## config.mk

```make
export PLATFORM = sky130hd
export DESIGN_NAME = i2c_codec_cfg
export DESIGN_NICKNAME = d
export VERILOG_FILES = /design/src/rtl/i2c_codec_cfg.sv
export SDC_FILE = /design/constraint.sdc
export NUM_CORES = 1
export LEC_CHECK = 0
export BUFFER_PORTS_ARGS = -buffer_cell sky130_fd_sc_hd__buf_2
export CORE_ASPECT_RATIO = 2
export CORE_UTILIZATION = 50
export DETAILED_ROUTE_END_ITERATION = 6
export GPL_TIMING_DRIVEN = 1
export PLACE_DENSITY_LB_ADDON = 0.15
export SETUP_SLACK_MARGIN = 0.2
export SYNTH_ARGS = -nofsm -noshare
export SYNTH_HDL_FRONTEND = slang
export SYNTH_SLANG_ARGS = --single-unit
```

## constraint.sdc

```tcl
create_clock -name clk -period 4.4 [get_ports clk]
set_input_delay 0.22 -clock clk [delete_from_list [all_inputs] [get_ports clk]]
set_output_delay 0.22 -clock clk [all_outputs]
set_load 0.01 [all_outputs]
```

## src/rtl/i2c_codec_cfg.sv

```systemverilog
// i2c_codec_cfg: write-only I2C master that sends a table of 16-bit codec words as address+2-byte frames with NACK retry.
module i2c_codec_cfg #(
  parameter int         CLK_DIV   = 250,
  parameter int         NUM_WORDS = 10,
  parameter int         IDX_W     = 8,
  parameter logic [6:0] DEV_ADDR  = 7'h1A,
  parameter int         MAX_RETRY = 3,
  parameter int         GAP_Q     = 8
) (
  input  logic             clk,
  input  logic             reset,
  input  logic             start,
  output logic [IDX_W-1:0] cfg_index,
  input  logic [15:0]      cfg_data,
  output logic             i2c_sclk,
  output logic             i2c_sdat_oe,
  input  logic             i2c_sdat_i,
  output logic             busy,
  output logic             done,
  output logic             error,
  output logic [IDX_W-1:0] err_index
);
  typedef enum logic [2:0] {IDLE, START, BIT, ACK, STOP, GAP, DONE, ERROR} state_t;
  localparam int CW = $clog2(CLK_DIV);
  localparam int QW = $clog2(GAP_Q + 4);
  state_t state, state_n;
  logic [CW-1:0] cnt;
  logic [QW-1:0] q;
  logic [2:0] bitc, retry;
  logic [1:0] byte_c;
  logic [23:0] sh;
  logic nack, word_ok, sclk_n, oe_n;
  logic idle, accept, tick, last_q, end_q, last_word, can_retry, q0, q1, q2, q3;
  assign idle      = state == IDLE || state == DONE || state == ERROR;
  assign accept    = idle && start;
  assign tick      = !idle && cnt == CW'(CLK_DIV - 1);
  assign q0        = q == QW'(0);
  assign q1        = q == QW'(1);
  assign q2        = q == QW'(2);
  assign q3        = q == QW'(3);
  assign last_q    = state == START ? q1 : state == STOP ? q2 : state == GAP ? q == QW'(GAP_Q - 1) : q3;
  assign end_q     = tick && last_q;
  assign last_word = cfg_index == IDX_W'(NUM_WORDS - 1);
  assign can_retry = retry < 3'(MAX_RETRY);
  always_ff @(posedge clk) begin
    if (reset) begin
      state       <= IDLE;
      i2c_sclk    <= 1'b1;
      i2c_sdat_oe <= 1'b0;
    end else begin
      state       <= state_n;
      i2c_sclk    <= sclk_n;
      i2c_sdat_oe <= oe_n;
    end
  end
  always_comb begin
    state_n = state;
    if (accept) state_n = START;
    else if (end_q)
      case (state)
        START:   state_n = BIT;
        BIT:     state_n = bitc == 3'd7 ? ACK : BIT;
        ACK:     state_n = !nack && byte_c != 2'd2 ? BIT : STOP;
        STOP:    state_n = GAP;
        GAP:     state_n = word_ok ? (last_word ? DONE : START) : (can_retry ? START : ERROR);
        default: state_n = state;
      endcase
  end
  // Pin values for the next edge; they only move on quarter ticks.
  always_comb begin
    sclk_n = i2c_sclk;
    oe_n   = i2c_sdat_oe;
    busy   = !idle;
    done   = state == DONE;
    error  = state == ERROR;
    if (tick)
      case (state)
        START: begin
          oe_n   = q0 ? 1'b1 : i2c_sdat_oe;
          sclk_n = q1 ? 1'b0 : i2c_sclk;
        end
        BIT, ACK: begin
          sclk_n = q1 ? 1'b1 : q3 ? 1'b0 : i2c_sclk;
          oe_n   = q0 ? (state == BIT && !sh[23]) : i2c_sdat_oe;
        end
        STOP: begin
          sclk_n = q1 ? 1'b1 : i2c_sclk;
          oe_n   = q0 ? 1'b1 : q2 ? 1'b0 : i2c_sdat_oe;
        end
        default: ;
      endcase
  end
  always_ff @(posedge clk) begin
    if (reset) begin
      cnt       <= '0;
      q         <= '0;
      cfg_index <= '0;
      err_index <= '0;
      retry     <= '0;
      sh        <= '0;
      bitc      <= '0;
      byte_c    <= '0;
      nack      <= 1'b0;
      word_ok   <= 1'b0;
    end else if (accept) begin
      cnt       <= '0;
      q         <= '0;
      cfg_index <= '0;
      retry     <= '0;
    end else if (!idle) begin
      cnt <= tick ? '0 : cnt + 1'b1;
      if (tick) q <= last_q ? '0 : q + 1'b1;
      if (tick && state == START && q1) begin
        sh     <= {DEV_ADDR, 1'b0, cfg_data};
        bitc   <= '0;
        byte_c <= '0;
      end
      if (tick && state == BIT && q3) begin
        sh   <= {sh[22:0], 1'b0};
        bitc <= bitc + 1'b1;
      end
      if (tick && state == ACK && q2) nack <= i2c_sdat_i;
      if (tick && state == ACK && q3) begin
        byte_c  <= byte_c + 1'b1;
        word_ok <= !nack;
      end
      if (end_q && state == GAP) begin
        if (word_ok) begin
          if (!last_word) cfg_index <= cfg_index + 1'b1;
          retry <= '0;
        end else if (can_retry) retry <= retry + 1'b1;
        else err_index <= cfg_index;
      end
    end
  end
endmodule
```

==> results.md <==
- Filler instances: 602
- First-pass GRT wire length: 11.3 mm
- Largest net degree at the start of global routing: 45
- Root Buffer: clkbuf_16
- Period Utilization, post-route: 60.4%
- P per Cell Area: 351 mW/mm²
- Xor/xnor share of the synthesized area: 2.92%
- H-tree depth: 3
- Peak supply drop: 0.217 mV
- Startpoint types: flip-flop
- Fin Setup TNS: 0 ps
- Mean Syn Cell Area: 8.66 µm²
- CTS max path bufs: 2
- Crit path time final: 2660 ps
- Most used cells in the layout excluding fill and tap cells: dfxtp_1 (67), nor2_1 (53), buf_2 (40)
- I/O pin cnt: 41
- Met2 Routed Length: 3.58 mm
- Sink of the worst hold path: sh[0]
- Via count of the first global-routing pass: 2553
- Kind of critical path: reg2reg
- Initial antenna violation count: 0
- Full die area: 0.00695 mm²
- Skew-Pair Late Insertion Delay: 330 ps
- Gpl congestion: 0.876
- Synth warn: 0
- Multi-input logic area: 0.00181 mm²
- Drt first pass iters: 4
- Hpwl dp: 5.02 mm
- Vias post-DR: 2809
- Main synth FF type: dfxtp_1
- Mux contribution to synthesized area: 7.58%
- Yosys top cell area share: 40.7%
- Starting Density: 51.9%
- Critical Path AT: 2860 ps
- Post-synth cell types: 53
- Met3 Routed Length: 260 µm
- CTS Hold Bufs: 0
- Leading area contributor after synthesis: dfxtp_1
- Reg-to-reg slack, setup: 1740 ps
- Ant diodes: 0
- EDFF count, synth: 0
- Reg2Reg Depth: 5
- Pins Over Slew Limit: 0
- Core area: 0.00636 mm²
- Max-Cap Viols: 0
- Area Overhead vs Synth: 14.7%
- Reg2reg start: state[2]
- Row cnt: 41
- CP Capture Type: flip-flop
- RSZ-0062 raised after global routing: no
- Final Hold Viols: 0
- Gr ovfl total: 0
- Leakage: 1.51 nW
- Fraction of registers with async set/reset: 0%
- Critical Path Fanout Max: 19
- Clock skew: 5.84 ps
- Status: finished clean
- Synth area leaders: dfxtp_1 (41%), mux2i_1 (7.6%), nor2_1 (6.0%)
- Number of synthesized register bits: 67
- # resized after CTS: 0
- Mapped Area: 0.00330 mm²
- CTS tree: built
- Worst hold-check path type: in2reg
- # nets final: 443
- Worst path required time: 4600 ps
- Remaining antenna violation count: 0
- Worst-margin pin slew: 895 ps
- Compound-Gate Fraction of Synth Area: 13.1%
- Final Setup Violations: 0
- Post-Synth Adder-Cell Area: 4.55%
- Mapped Cells: 381
- Simple-Gate Fraction of Synth Area: 26.7%
- Slew headroom: 40.3%
- Number of vias per cell: 5.61
- WL/cell: 14.1 µm
- Layout cell share with drive strength beyond 1: 16.1%
- Clock transition at path regs: 50 ps
- Die Width: 59.4 µm
- Hold WS: 128 ps
- Detailed Route WL: 7.07 mm
- Residual DRC: 0
- Die Y: 117 µm
- Aggregate global-route resource usage: 21.9%
- Inserted Clock Buffers: 9
- Metal-1 WL: 2.88 mm
- FMAX: 0.376 GHz
- Clock Sinks: 67
- Commonest non-fill, non-tap cell in the layout: dfxtp_1
- Critical R2R Capture: err_index[4]
- Area occupied by registers: 0.00134 mm²
- Min-delay src: cfg_data[0]
- Syn nets: 413
- Post-CTS setup buffers: 0
- Sequential share of the synthesized area: 40.7%
- Largest family of logic cells by synthesized area: simple AND/OR/NAND/NOR gates
- Initial DRC Count: 135
- # port buffers: 40
- Max layer used: met4
- Cell depth of the worst min-delay path: 3
-- logic make-up after synthesis --
group,after synthesis
compound gates,69
xor+xnor,11
fa+ha+maj,12
buf+inv,31
flops,67
mux,25
simple gates,166
-- synth_stat cells, drive strengths merged, types with 2 or more instances --
master,instances
xnor2,6
nor4,2
and3b,2
nand4b,2
nor3b,2
or2,2
nand2b,5
inv,7
a211oi,17
o31ai,2
ha,12
nand4,10
a21oi,25
and2,3
o21a,2
and3,5
clkbuf,11
nand3,16
nand3b,2
and4,5
o21ai,13
mux2i,25
or3,5
nand2,34
nor2,54
or4,3
dfxtp,67
nor3,11
a211o,2
xor2,5
buf,12
-- per-layer routing --
layer	track usage (%)	up-vias
met3	6.04	24
met1	21.9	1295
met2	38.2	78
met5	0	-
met4	14.9	0
li1	-	1412
-- flip-flops by register name, summed over array words and instances, names as in the netlist, 3 cells and up --
signal / count
retry: 3
state: 3
bitc: 3
cfg_index: 8
cnt: 8
q: 4
err_index: 8
sh: 24
-- worst max-delay path by stage --
stage | cells past startpoint | slack (ps) | end | startpoint
CTS | 5 | 1770 | err_index[4] | state[2]
global route | 5 | 1570 | err_index[4] | state[2]
floorplan | 7 | 2520 | err_index[0] | cnt[0]
global placement | 5 | 1860 | err_index[5] | state[2]
detailed placement | 5 | 1780 | err_index[4] | state[2]
finish | 5 | 1740 | err_index[4] | state[2]
-- metrics by stage --
step                      util (%)  area [µm²]  setup slack [ps]  power, mW  std cells
final                         59.5        3780              1740       1.33        501
after CTS                     59.5        3780              1770       1.34        501
after floorplan                  -        3300              2520      0.651        381
after global placement        55.1        3500              1860      0.665        486
after global routing          59.5        3780              1570       1.37        501
after detailed placement      55.1        3500              1780      0.666        486
-- report_power, final --
| group | switching (mW) | internal (mW) | total [mW] |
|---|---|---|---|
| clock | 0.252 | 0.422 | 0.675 |
| sequential | 0.00469 | 0.609 | 0.614 |
| combinational | 0.0245 | 0.0148 | 0.0392 |
| total | 0.282 | 1.05 | 1.33 |
-- critical path, stage by stage, from the launching register on --
cell	delay, ps
dfxtp_1	690
or3_1	270
nand4_2	390
or4b_1	880
mux2i_1	240
nor2_1	60
-- layout make-up --
cell class              count  share of cell area, %
clock inverters             2                  0.264
multi-input cells         283                   47.8
well taps                  86                   2.84
repair buffers             42                   5.69
inverters                   8                  0.793
flip-flops and latches     67                   35.4
clock buffers              13                   7.14
No activity file was read; power rests on OpenSTA's default activity.
